### config.mk
export PLATFORM = sky130hd
export DESIGN_NAME = x_seq_ctrl_flat
export DESIGN_NICKNAME = d
export VERILOG_FILES = /design/src/rtl/x_seq_pkg.sv /design/src/rtl/x_seq_ctrl_if.sv /design/src/rtl/x_seq_addr_gen.sv /design/src/rtl/x_seq_ctrl.sv /design/src/flat_wrapper.sv
export SDC_FILE = /design/constraint.sdc
export NUM_CORES = 1
export LEC_CHECK = 0
export ABC_AREA = 1
export BUFFER_PORTS_ARGS = -buffer_cell sky130_fd_sc_hd__buf_2
export CAP_MARGIN = 20
export CELL_PAD_IN_SITES_DETAIL_PLACEMENT = 0
export CELL_PAD_IN_SITES_GLOBAL_PLACEMENT = 2
export CORE_AREA = 2 2 66 68
export DETAILED_ROUTE_END_ITERATION = 10
export DIE_AREA = 0 0 68 70
export PLACE_DENSITY_LB_ADDON = 0.1
export SLEW_MARGIN = 10
export SYNTH_ARGS = -nofsm -noshare
export SYNTH_HDL_FRONTEND = slang
export SYNTH_SLANG_ARGS = --single-unit
### constraint.sdc
create_clock -name clk -period 3.2 [get_ports clk]
set_input_delay 0.96 -clock clk [delete_from_list [all_inputs] [get_ports clk]]
set_output_delay 0.96 -clock clk [all_outputs]
set_load 0.01 [all_outputs]
### src/rtl/x_seq_pkg.sv
// Shared types and default sizing for the X operand buffer sequencer.
package x_seq_pkg;

    localparam int DEF_X_BYTES    = 32;
    localparam int DEF_N_COLS     = 4;
    localparam int DEF_MAC_CYCLES = 8;
    localparam int DEF_ROM_AW     = 5;

    function automatic int cnt_w(input int n);
        return (n > 1) ? $clog2(n) : 1;
    endfunction

    localparam int COL_W = cnt_w(DEF_N_COLS);

    typedef enum logic [2:0] {
        S_IDLE   = 3'd0,
        S_LOAD   = 3'd1,
        S_MAC    = 3'd2,
        S_RESULT = 3'd3,
        S_SHIFT  = 3'd4,
        S_DONE   = 3'd5
    } seq_state_t;

endpackage

### src/rtl/x_seq_ctrl_if.sv
// Control/handshake bundle between the sequencer and its environment.
// load_err exists only when X_SEQ_CHECK_EN is defined.
interface x_seq_ctrl_if
    import x_seq_pkg::*;
#(
    parameter int ROM_AW = DEF_ROM_AW
) ();

    logic              start;
    logic              clr;
    logic              in_valid;
    logic              in_ready;
    logic              buf_load_en;
    logic              buf_valid;
    logic              buf_shift;
    logic              xload_done;
    logic              rom_en;
    logic [ROM_AW-1:0] rom_addr;
    logic              mac_en;
    logic              mac_clr;
    logic              res_valid;
    logic              res_ready;
    logic [COL_W-1:0]  col_idx;
    logic              busy;
    logic              done;
`ifdef X_SEQ_CHECK_EN
    logic              load_err;
`endif

    modport slave (
        input  start, clr, in_valid, xload_done, res_ready,
        output in_ready, buf_load_en, buf_valid, buf_shift, rom_en, rom_addr,
               mac_en, mac_clr, res_valid, col_idx, busy, done
`ifdef X_SEQ_CHECK_EN
        , output load_err
`endif
    );

    modport master (
        output start, clr, in_valid, xload_done, res_ready,
        input  in_ready, buf_load_en, buf_valid, buf_shift, rom_en, rom_addr,
               mac_en, mac_clr, res_valid, col_idx, busy, done
`ifdef X_SEQ_CHECK_EN
        , input load_err
`endif
    );

endinterface

### src/rtl/x_seq_addr_gen.sv
// MAC-cycle and column counters; derives coefficient ROM address and accumulator clear.
module x_seq_addr_gen
    import x_seq_pkg::*;
#(
    parameter int N_COLS     = DEF_N_COLS,
    parameter int MAC_CYCLES = DEF_MAC_CYCLES,
    parameter int ROM_AW     = DEF_ROM_AW
) (
    input  logic              clk,
    input  logic              rst,
    input  logic              clear,
    input  logic              k_step,
    input  logic              col_step,
    input  logic              mac_active,
    output logic [ROM_AW-1:0] rom_addr,
    output logic              mac_clr,
    output logic [COL_W-1:0]  col_cnt,
    output logic              last_k,
    output logic              last_col
);

    localparam int KW = cnt_w(MAC_CYCLES);

    logic [KW-1:0] k_cnt;

    always_ff @(posedge clk or posedge rst) begin
        if (rst) begin
            k_cnt   <= '0;
            col_cnt <= '0;
        end else if (clear) begin
            k_cnt   <= '0;
            col_cnt <= '0;
        end else begin
            if (k_step)
                k_cnt <= last_k ? '0 : k_cnt + 1'b1;
            if (col_step)
                col_cnt <= col_cnt + 1'b1;
        end
    end

    assign last_k   = (k_cnt == KW'(MAC_CYCLES - 1));
    assign last_col = (col_cnt == COL_W'(N_COLS - 1));
    assign rom_addr = ROM_AW'(col_cnt) * ROM_AW'(MAC_CYCLES) + ROM_AW'(k_cnt);
    assign mac_clr  = mac_active && (k_cnt == '0);

endmodule

### src/rtl/x_seq_ctrl.sv
// X operand buffer sequencer: byte load, per-column MAC/result/shift, done pulse.
// Define X_SEQ_CHECK_EN to add the sticky load_err consistency check on xload_done.
//
// state  | meaning
// IDLE   | waiting for start, all strobes low
// LOAD   | accepting X_BYTES beats into the X buffer
// MAC    | MAC_CYCLES accumulate cycles with ROM addressing
// RESULT | column result presented until res_ready
// SHIFT  | one-cycle X shift before the next column
// DONE   | one-cycle done pulse
module x_seq_ctrl
    import x_seq_pkg::*;
#(
    parameter int X_BYTES    = DEF_X_BYTES,
    parameter int N_COLS     = DEF_N_COLS,
    parameter int MAC_CYCLES = DEF_MAC_CYCLES,
    parameter int ROM_AW     = DEF_ROM_AW
) (
    input  logic        clk,
    input  logic        rst,
    x_seq_ctrl_if.slave bus
);

    localparam int LW = cnt_w(X_BYTES);

    seq_state_t       state;
    logic [LW-1:0]    load_cnt;
    logic             in_ready_q, load_en_q, shift_q, rom_en_q, mac_en_q;
    logic             res_valid_q, busy_q, done_q;
    logic [COL_W-1:0] col_idx_q;
    logic [COL_W-1:0] col_cnt;
    logic             last_k, last_col, last_beat, cnt_clear;

    assign last_beat = (load_cnt == LW'(X_BYTES - 1));
    assign cnt_clear = bus.clr || (state == S_IDLE) || (state == S_DONE);

    x_seq_addr_gen #(
        .N_COLS     (N_COLS),
        .MAC_CYCLES (MAC_CYCLES),
        .ROM_AW     (ROM_AW)
    ) u_addr_gen (
        .clk        (clk),
        .rst        (rst),
        .clear      (cnt_clear),
        .k_step     (mac_en_q),
        .col_step   (shift_q),
        .mac_active (mac_en_q),
        .rom_addr   (bus.rom_addr),
        .mac_clr    (bus.mac_clr),
        .col_cnt    (col_cnt),
        .last_k     (last_k),
        .last_col   (last_col)
    );

    always_ff @(posedge clk or posedge rst) begin
        if (rst) begin
            state       <= S_IDLE;
            load_cnt    <= '0;
            in_ready_q  <= 1'b0;
            load_en_q   <= 1'b0;
            shift_q     <= 1'b0;
            rom_en_q    <= 1'b0;
            mac_en_q    <= 1'b0;
            res_valid_q <= 1'b0;
            col_idx_q   <= '0;
            busy_q      <= 1'b0;
            done_q      <= 1'b0;
        end else if (bus.clr) begin
            state       <= S_IDLE;
            load_cnt    <= '0;
            in_ready_q  <= 1'b0;
            load_en_q   <= 1'b0;
            shift_q     <= 1'b0;
            rom_en_q    <= 1'b0;
            mac_en_q    <= 1'b0;
            res_valid_q <= 1'b0;
            col_idx_q   <= '0;
            busy_q      <= 1'b0;
            done_q      <= 1'b0;
        end else begin
            shift_q <= 1'b0;
            done_q  <= 1'b0;
            case (state)
                S_IDLE: begin
                    if (bus.start) begin
                        state      <= S_LOAD;
                        load_cnt   <= '0;
                        in_ready_q <= 1'b1;
                        load_en_q  <= 1'b1;
                        busy_q     <= 1'b1;
                    end
                end
                S_LOAD: begin
                    if (bus.in_valid) begin
                        load_cnt <= load_cnt + 1'b1;
                        if (last_beat) begin
                            state      <= S_MAC;
                            in_ready_q <= 1'b0;
                            load_en_q  <= 1'b0;
                            rom_en_q   <= 1'b1;
                            mac_en_q   <= 1'b1;
                        end
                    end
                end
                S_MAC: begin
                    if (last_k) begin
                        state       <= S_RESULT;
                        rom_en_q    <= 1'b0;
                        mac_en_q    <= 1'b0;
                        res_valid_q <= 1'b1;
                        col_idx_q   <= col_cnt;
                    end
                end
                S_RESULT: begin
                    if (bus.res_ready) begin
                        res_valid_q <= 1'b0;
                        if (last_col) begin
                            state  <= S_DONE;
                            done_q <= 1'b1;
                        end else begin
                            state   <= S_SHIFT;
                            shift_q <= 1'b1;
                        end
                    end
                end
                S_SHIFT: begin
                    state    <= S_MAC;
                    rom_en_q <= 1'b1;
                    mac_en_q <= 1'b1;
                end
                S_DONE: begin
                    state  <= S_IDLE;
                    busy_q <= 1'b0;
                end
                default: state <= S_IDLE;
            endcase
        end
    end

    assign bus.in_ready    = in_ready_q;
    assign bus.buf_load_en = load_en_q;
    assign bus.buf_valid   = bus.in_valid & in_ready_q;
    assign bus.buf_shift   = shift_q;
    assign bus.rom_en      = rom_en_q;
    assign bus.mac_en      = mac_en_q;
    assign bus.res_valid   = res_valid_q;
    assign bus.col_idx     = col_idx_q;
    assign bus.busy        = busy_q;
    assign bus.done        = done_q;

`ifdef X_SEQ_CHECK_EN
    logic load_err_q, shifted;

    // xload_done must rise exactly on the last load beat and stay low until the first shift.
    always_ff @(posedge clk or posedge rst) begin
        if (rst) begin
            load_err_q <= 1'b0;
            shifted    <= 1'b0;
        end else if (state == S_IDLE && bus.start && !bus.clr) begin
            load_err_q <= 1'b0;
            shifted    <= 1'b0;
        end else begin
            if (state == S_SHIFT)
                shifted <= 1'b1;
            if (state == S_LOAD && (bus.xload_done != last_beat))
                load_err_q <= 1'b1;
            else if (state != S_LOAD && state != S_IDLE && !shifted && bus.xload_done)
                load_err_q <= 1'b1;
        end
    end

    assign bus.load_err = load_err_q;
`else
    logic unused_xload_done;
    assign unused_xload_done = bus.xload_done;
`endif

endmodule

### src/flat_wrapper.sv
// flat-port wrapper written by rule: the top's interface ports become plain ports
module x_seq_ctrl_flat import x_seq_pkg::*;
#(
    parameter int X_BYTES    = DEF_X_BYTES,
    parameter int N_COLS     = DEF_N_COLS,
    parameter int MAC_CYCLES = DEF_MAC_CYCLES,
    parameter int ROM_AW     = DEF_ROM_AW
)
  (clk, rst, bus_start, bus_clr, bus_in_valid, bus_xload_done, bus_res_ready, bus_in_ready, bus_buf_load_en, bus_buf_valid, bus_buf_shift, bus_rom_en, bus_rom_addr, bus_mac_en, bus_mac_clr, bus_res_valid, bus_col_idx, bus_busy, bus_done);
  x_seq_ctrl_if #(.ROM_AW(ROM_AW)) bus_i ();
  input  logic clk;
  input  logic rst;
  input wire logic [$bits(bus_i.start)-1:0] bus_start;
  input wire logic [$bits(bus_i.clr)-1:0] bus_clr;
  input wire logic [$bits(bus_i.in_valid)-1:0] bus_in_valid;
  input wire logic [$bits(bus_i.xload_done)-1:0] bus_xload_done;
  input wire logic [$bits(bus_i.res_ready)-1:0] bus_res_ready;
  output wire logic [$bits(bus_i.in_ready)-1:0] bus_in_ready;
  output wire logic [$bits(bus_i.buf_load_en)-1:0] bus_buf_load_en;
  output wire logic [$bits(bus_i.buf_valid)-1:0] bus_buf_valid;
  output wire logic [$bits(bus_i.buf_shift)-1:0] bus_buf_shift;
  output wire logic [$bits(bus_i.rom_en)-1:0] bus_rom_en;
  output wire logic [$bits(bus_i.rom_addr)-1:0] bus_rom_addr;
  output wire logic [$bits(bus_i.mac_en)-1:0] bus_mac_en;
  output wire logic [$bits(bus_i.mac_clr)-1:0] bus_mac_clr;
  output wire logic [$bits(bus_i.res_valid)-1:0] bus_res_valid;
  output wire logic [$bits(bus_i.col_idx)-1:0] bus_col_idx;
  output wire logic [$bits(bus_i.busy)-1:0] bus_busy;
  output wire logic [$bits(bus_i.done)-1:0] bus_done;
  assign bus_i.start = bus_start;
  assign bus_i.clr = bus_clr;
  assign bus_i.in_valid = bus_in_valid;
  assign bus_i.xload_done = bus_xload_done;
  assign bus_i.res_ready = bus_res_ready;
  assign bus_in_ready = bus_i.in_ready;
  assign bus_buf_load_en = bus_i.buf_load_en;
  assign bus_buf_valid = bus_i.buf_valid;
  assign bus_buf_shift = bus_i.buf_shift;
  assign bus_rom_en = bus_i.rom_en;
  assign bus_rom_addr = bus_i.rom_addr;
  assign bus_mac_en = bus_i.mac_en;
  assign bus_mac_clr = bus_i.mac_clr;
  assign bus_res_valid = bus_i.res_valid;
  assign bus_col_idx = bus_i.col_idx;
  assign bus_busy = bus_i.busy;
  assign bus_done = bus_i.done;
  x_seq_ctrl #(.X_BYTES(X_BYTES), .N_COLS(N_COLS), .MAC_CYCLES(MAC_CYCLES), .ROM_AW(ROM_AW)) u_core (.clk(clk), .rst(rst), .bus(bus_i));
endmodule
==> metrics.md, run 1 <==
| Metric | Value |
|---|---|
| Levels on crit path | 4 |
| Placer Congestion | 0.760 |
| I/O Pins | 24 |
| Yosys cell types | 22 |
| Hold Violations, Final | 0 |
| Worst min path class | register to register |
| Drt first pass iters | 4 |
| Die footprint | 4760 µm² |
| Antenna-violating nets left | 0 |
| Max Cap Violations | 0 |
| Rel. slew slack | 0.433 |
| Crit start category | input port |
| Seq/Total Area, Yosys | 0.426 |
| Bufs on Longest Clock Path | 2 |
| CTS Sinks | 21 |
| Initial DRC count | 41 |
| Commonest non-fill, non-tap cells in the layout | nand2_1 (56), buf_2 (22), dfrtp_1 (21) |
| Storage cell area | 526 µm² |
| N_diodes | 0 |
| H-tree depth | 1 |
| Total power | 0.000928 W |
| Layout area overhead | 16.8% |
| Synthesized flop and latch total | 21 |
| Outcome | complete, no violations |
| Slowest stage delay, CP | 0.13 ns |
| CORE AREA | 4140 µm² |
| Synthesized cell area | 1230 µm² |
| Final min period | 2.26 ns |
| Delay-heaviest family, CP | buffers and inverters |
| Fillers | 457 |
| Slew Viols, Final | 0 |
| Worst Setup SP | bus_in_valid |
| Area occupied by multi-input gates | 609 µm² |
| Worst-margin pin slew | 0.849 ns |
| Final period util | 0.707 |
| Syn Area/Cell | 7.34 µm² |
| Initial antenna violation count | 0 |
| Critical Path AT | 1.30 ns |
| Post_cts resized | 0 |
| DP Worst Slack | 0.930 ns |
| CP bufs+invs | 3 |
| Required time of the worst setup path | 2.24 ns |
| Setup TNS | 0 ns |
| Synth warn | 0 |
| First-pass GRT wire length | 4990 µm |
| Die H | 70 µm |
| Most common cell after layout, fill and taps aside | nand2_1 |
| DR WL/cell | 11.5 µm |
| Worst r2r src | u_core.u_addr_gen.k_cnt[0] |
| Skew final | 0.00533 ns |
| R2R Setup Slk | 1.50 ns |
| Max Fanout on Critical Path | 3 |
| WS Path Type | input port to output pin |
| Root buffer cell | clkbuf_8 |
| PwrDens | 645 nW/µm² |
| CTS tree | built |
| R2r endpoint | u_core.state[0] |
| F_max | 0.442 GHz |
| HPWL after detailed placement | 2180 µm |
| Final wirelength | 2810 µm |
| Placed instance area | 1390 µm² |
| Number of global-route vias before repair | 1106 |
| Hold-fix buffer count after cts | 0 |
| DIE WIDTH | 68 µm |
| Initial core utilization | 0.297 |
| DR vias | 1080 |
| Clk slew on worst S/H paths | 0.08 ns |
| RSZ-0062 raised after global routing | no |
| Total global-route track usage | 0.136 |
| Fin nets | 206 |
| Setup violators final | 0 |
| Worst reg2reg path depth | 8 |
| # port buffers | 22 |
| Mapped Cells | 168 |
| Worst skew pair latency | 0.26 ns |
| Row count | 24 |
| Post-CTS setup buffer count | 0 |
| Post-synthesis net count | 181 |
| Top cell by count, worst path | buf_2 |
| Slowest cell on the critical path | buf_2 |
| Final worst slack | 0.938 ns |
| Fin area | 1440 µm² |
| Termination of the worst setup path | bus_buf_valid |
| Fraction of layout cells with a size suffix above 1 | 0.203 |
| Drt via density | 4.43 |
| Crit path cell chain | buf_2 > nand2_1 > inv_1 > buf_2 |
| Total CTS buffers | 3 |
| Peak supply drop | 0.000192 V |
| DR DRC count | 0 |
| Endpoint class of the critical path | output pin |
| Grt ovf | 0 |
| Largest net degree at the start of global routing | 22 |
| Pleak | 0.817 nW |
-- routing by layer --
metal,vias up,global-route usage,wire (µm)
met2,15,0.231,1330
met1,487,0.179,1380
met5,-,0,0
met3,2,0.0242,78
met4,0,0.0267,23
li1,576,-,-
-- tightest hold or removal path: cells and delay by family (launching register included) --
family / cells / cell delay (ns)
and+or+nand+nor: 2 / 0.11
DFF: 1 / 0.35
-- state kept, by name (all words and copies together), names as in the netlist --
register	flops
u_core.bus.done	1
u_core.load_cnt	5
u_core.state	3
u_core.u_addr_gen.col_cnt	2
u_core.bus.col_idx	2
u_core.bus.busy	1
u_core.bus.buf_shift	1
u_core.bus.buf_load_en	1
u_core.bus.res_valid	1
u_core.bus.mac_en	1
u_core.u_addr_gen.k_cnt	3
-- stage by stage --
step	utilization	cells	hold slack (ns)
after global placement	0.336	240	0.468
final	0.347	244	0.488
after CTS	0.347	244	0.498
after detailed placement	0.336	240	0.475
after floorplan	-	168	0.455
after global routing	0.347	244	0.511
-- worst min path at each step --
stage	start	to	cells past startpoint
floorplan	u_core.load_cnt[4]	u_core.load_cnt[4]	2
global placement	u_core.bus.busy	u_core.bus.busy	2
detailed placement	u_core.bus.busy	u_core.bus.busy	2
CTS	u_core.bus.res_valid	u_core.bus.res_valid	2
global route	u_core.bus.busy	u_core.bus.busy	2
finish	u_core.bus.busy	u_core.bus.busy	2
-- power breakdown --
group / switching, W / leakage (nW) / internal (W)
clock network: 0.0000907 / 0.0255 / 0.0000866
registers: 0.0000510 / 0.284 / 0.000310
logic: 0.000257 / 0.507 / 0.000133
-- cells in the mapped netlist, drive strengths merged --
| library cell | n | area (µm²) |
|---|---|---|
| xnor2 | 1 | 8.76 |
| nand3 | 16 | 85.1 |
| xor2 | 1 | 8.76 |
| or2 | 1 | 6.26 |
| mux2i | 1 | 10.0 |
| nand4 | 1 | 6.26 |
| ha | 6 | 75.1 |
| nor2 | 25 | 116 |
| o211ai | 1 | 7.51 |
| inv | 22 | 82.6 |
| o2111ai | 1 | 8.76 |
| o21ai | 6 | 30.0 |
| nor3 | 2 | 10.0 |
| dfrtp | 21 | 526 |
| a21oi | 4 | 20.0 |
| nand2 | 57 | 216 |
| buf | 2 | 15.0 |
-- cell families after synthesis --
family                     Yosys count  synth area share
and+or+nand+nor                    102             0.357
AOI/OAI and AO/OA                   12            0.0538
DFF                                 21             0.426
xor gates and xnor gates             2            0.0142
adders and majority gates            6            0.0609
buffers and inverters               24            0.0792
muxes                                1           0.00812
-- final cells by class --
type                            count  area share
Clock buffer                        3      0.0287
Clock inverter                      1     0.00348
Inverter                           22      0.0574
Multi-Input combinational cell    123       0.423
Sequential cell                    21       0.365
Tap cell                           52      0.0452
Timing Repair Buffer               22      0.0765
No activity file was read; power rests on OpenSTA's default activity.
==> run 2, diff against run 1 <==
--- a/config.mk
+++ b/config.mk
@@ -10,9 +10,9 @@
 export CAP_MARGIN = 20
 export CELL_PAD_IN_SITES_DETAIL_PLACEMENT = 0
 export CELL_PAD_IN_SITES_GLOBAL_PLACEMENT = 2
-export CORE_AREA = 2 2 66 68
+export CORE_AREA = 2 2 71 73
 export DETAILED_ROUTE_END_ITERATION = 10
-export DIE_AREA = 0 0 68 70
+export DIE_AREA = 0 0 73 75
 export PLACE_DENSITY_LB_ADDON = 0.1
 export SLEW_MARGIN = 10
 export SYNTH_ARGS = -nofsm -noshare
==> constraint.sdc (replaced) <==
create_clock -name clk -period 2 [get_ports clk]
set_input_delay 0.6 -clock clk [delete_from_list [all_inputs] [get_ports clk]]
set_output_delay 0.6 -clock clk [all_outputs]
set_load 0.01 [all_outputs]
==> run 2 against run 1 <==
Against the previous run:
- sequential power up 61%
- total power is 62% higher
- via count rose by 2.1%
- core utilization decreased by 3.7 points
- sequential share of layout area is 0.22 points lower
- register-to-register slack got worse by 1.2 ns
- clock power grew 66%
- critical path depth grew 1
- highest routed layer unchanged
==> metrics.md, run 2 (synthesis results as in run 1) <==
| Metric | Value |
|---|---|
| Outcome | complete, no violations |
| Critical Path AT | 1.17 ns (-0.13 ns) |
| Final period util | 0.884 |
| Slowest cell on the critical path | dfrtp_1 |
| CP bufs+invs | 2 (-1) |
| Worst skew pair latency | 0.27 ns (about the same) |
| Peak supply drop | 0.000373 V (+94%) |
| Max reg flops | 5 (unchanged) |
| # port buffers | 22 (unchanged) |
| Die H | 75 µm (+7.1%) |
| Dpl cells | 243 (+1.3%) |
| DIE WIDTH | 73 µm (+7.4%) |
| Placer Congestion | 0.793 (+4.3%) |
| Die footprint | 5480 µm² (+15%) |
| Most common cell after layout, fill and taps aside | nand2_1 |
| Final wirelength | 2940 µm (+4.6%) |
| Initial core utilization | 0.264 (-0.0330) |
| Max Fanout on Critical Path | 4 (+1) |
| Total CTS buffers | 3 (unchanged) |
| Fin util | 0.311 (-0.0366) |
| Area occupied by multi-input gates | 609 µm² (unchanged) |
| WS Path Type | register to output pin |
| R2R Setup Slk | 0.26 ns (-1.24 ns) |
| Delay-heaviest family, CP | flip-flops |
| CTS Sinks | 21 (unchanged) |
| Bufs on Longest Clock Path | 2 (unchanged) |
| Worst-margin pin slew | 0.705 ns (-0.145 ns) |
| Post_cts resized | 0 (unchanged) |
| Final hold slack | 0.353 ns (-0.134 ns) |
| Skew final | 0.0107 ns (+0.00538 ns) |
| Number of global-route vias before repair | 1127 (+1.9%) |
| Drt via density | 4.47 (+0.89%) |
| DP Worst Slack | 0.231 ns (-0.699 ns) |
| N_diodes | 0 (unchanged) |
| PwrDens | 1040 nW/µm² (+61%) |
| Rel. slew slack | 0.528 (+0.0950) |
| RSZ-0062 raised after global routing | no |
| Setup TNS | 0 ns (unchanged) |
| Clk slew on worst S/H paths | 0.09 ns (about the same) |
| Antenna-violating nets left | 0 (unchanged) |
| DR vias | 1103 (+2.1%) |
| Levels on crit path | 5 (+1) |
| Commonest non-fill, non-tap cells in the layout | nand2_1 (56), buf_2 (22), dfrtp_1 (21) |
| CORE AREA | 4660 µm² (+12%) |
| DR WL/cell | 11.9 µm (+3.4%) |
| Post-Layout Cell Count | 247 (+1.2%) |
| Slew Viols, Final | 0 (unchanged) |
| F_max | 0.566 GHz |
| Grt ovf | 0 (unchanged) |
| Hold-fix buffer count after cts | 0 (unchanged) |
| Initial antenna violation count | 0 (unchanged) |
| DR DRC count | 0 (unchanged) |
| Final min period | 1.77 ns |
| Drt first pass iters | 4 (unchanged) |
| HPWL after detailed placement | 2230 µm (+2.2%) |
| Largest net degree at the start of global routing | 22 (unchanged) |
| Root buffer cell | clkbuf_8 |
| Fin nets | 207 (+0.49%) |
| First-pass GRT wire length | 5090 µm (+1.9%) |
| Pleak | 0.819 nW (+0.25%) |
| Layout area overhead | 17.5% |
| Crit start category | register |
| Worst reg2reg path depth | 8 (unchanged) |
| Max Cap Violations | 0 (unchanged) |
| Post-CTS setup buffer count | 0 (unchanged) |
| Fraction of layout cells with a size suffix above 1 | 0.202 (-0.00105) |
| Initial DRC count | 42 (+2.4%) |
| Setup violators final | 0 (unchanged) |
| H-tree depth | 1 (unchanged) |
| Total global-route track usage | 0.123 (-0.0137) |
| Row count | 25 (+4.2%) |
| Crit path cell chain | inv_1 > ha_1 > nand2_1 > nor2_1 > buf_2 |
| Hold Violations, Final | 0 (unchanged) |
| Worst r2r src | u_core.u_addr_gen.k_cnt[0] |
| Reg with most FFs | u_core.load_cnt |
| I/O Pins | 24 (unchanged) |
| Storage cell area | 526 µm² (unchanged) |
| Fillers | 523 (+14%) |
| Slowest stage delay, CP | 0.41 ns (+0.28 ns) |
| Required time of the worst setup path | 1.40 ns (-0.84 ns) |
| Top flop regs | u_core.load_cnt: 5 flops, u_core.state: 3 flops, u_core.u_addr_gen.k_cnt: 3 flops |
| CTS tree | built |
| Worst min path class | input port to async pin |
| Endpoint class of the critical path | output pin |
| R2r endpoint | u_core.state[0] |
| Final worst slack | 0.233 ns (-0.705 ns) |
| Worst Setup SP | u_core.u_addr_gen.k_cnt[0] |
[run 2: cell type report]
type,instances,area share
multi-input cells,123,0.421
inverters,22,0.0570
repair buffers,23,0.0812
well taps,54,0.0467
clock buffers,4,0.0311
flip-flops and latches,21,0.363
[run 2: how the worst max path moves through the flow]
stage	end	slack (ns)
final	bus_mac_clr	0.23
after detailed placement	u_core.state[0]	0.23
after floorplan	u_core.state[0]	0.45
after global placement	u_core.state[0]	0.22
after CTS	bus_mac_clr	0.21
after global routing	u_core.state[0]	0.05
[run 2: per-stage QoR]
stage,instance area [µm²],total power (W)
final,1450,0.00150
after detailed placement,1400,0.00123
after floorplan,1230,0.00104
after global routing,1450,0.00166
after CTS,1450,0.00154
after global placement,1400,0.00123
[run 2: power by group]
group	switching, W	leakage [nW]	internal [W]
sequential	0.0000840	0.284	0.000496
combinational	0.000417	0.512	0.000214
clock	0.000151	0.0228	0.000142
[run 2: layer usage]
metal	vias to the layer above	global-route usage	routed length (µm)
li1	578	-	-
met3	2	0.0201	123
met5	-	0	0
met1	500	0.165	1530
met2	23	0.197	1270
met4	0	0.0494	22
[run 2: tightest hold or removal path: cells and delay by family]
| family | cells | cell delay (ns) |
|---|---|---|
| buffers and inverters | 3 | 0.42 |
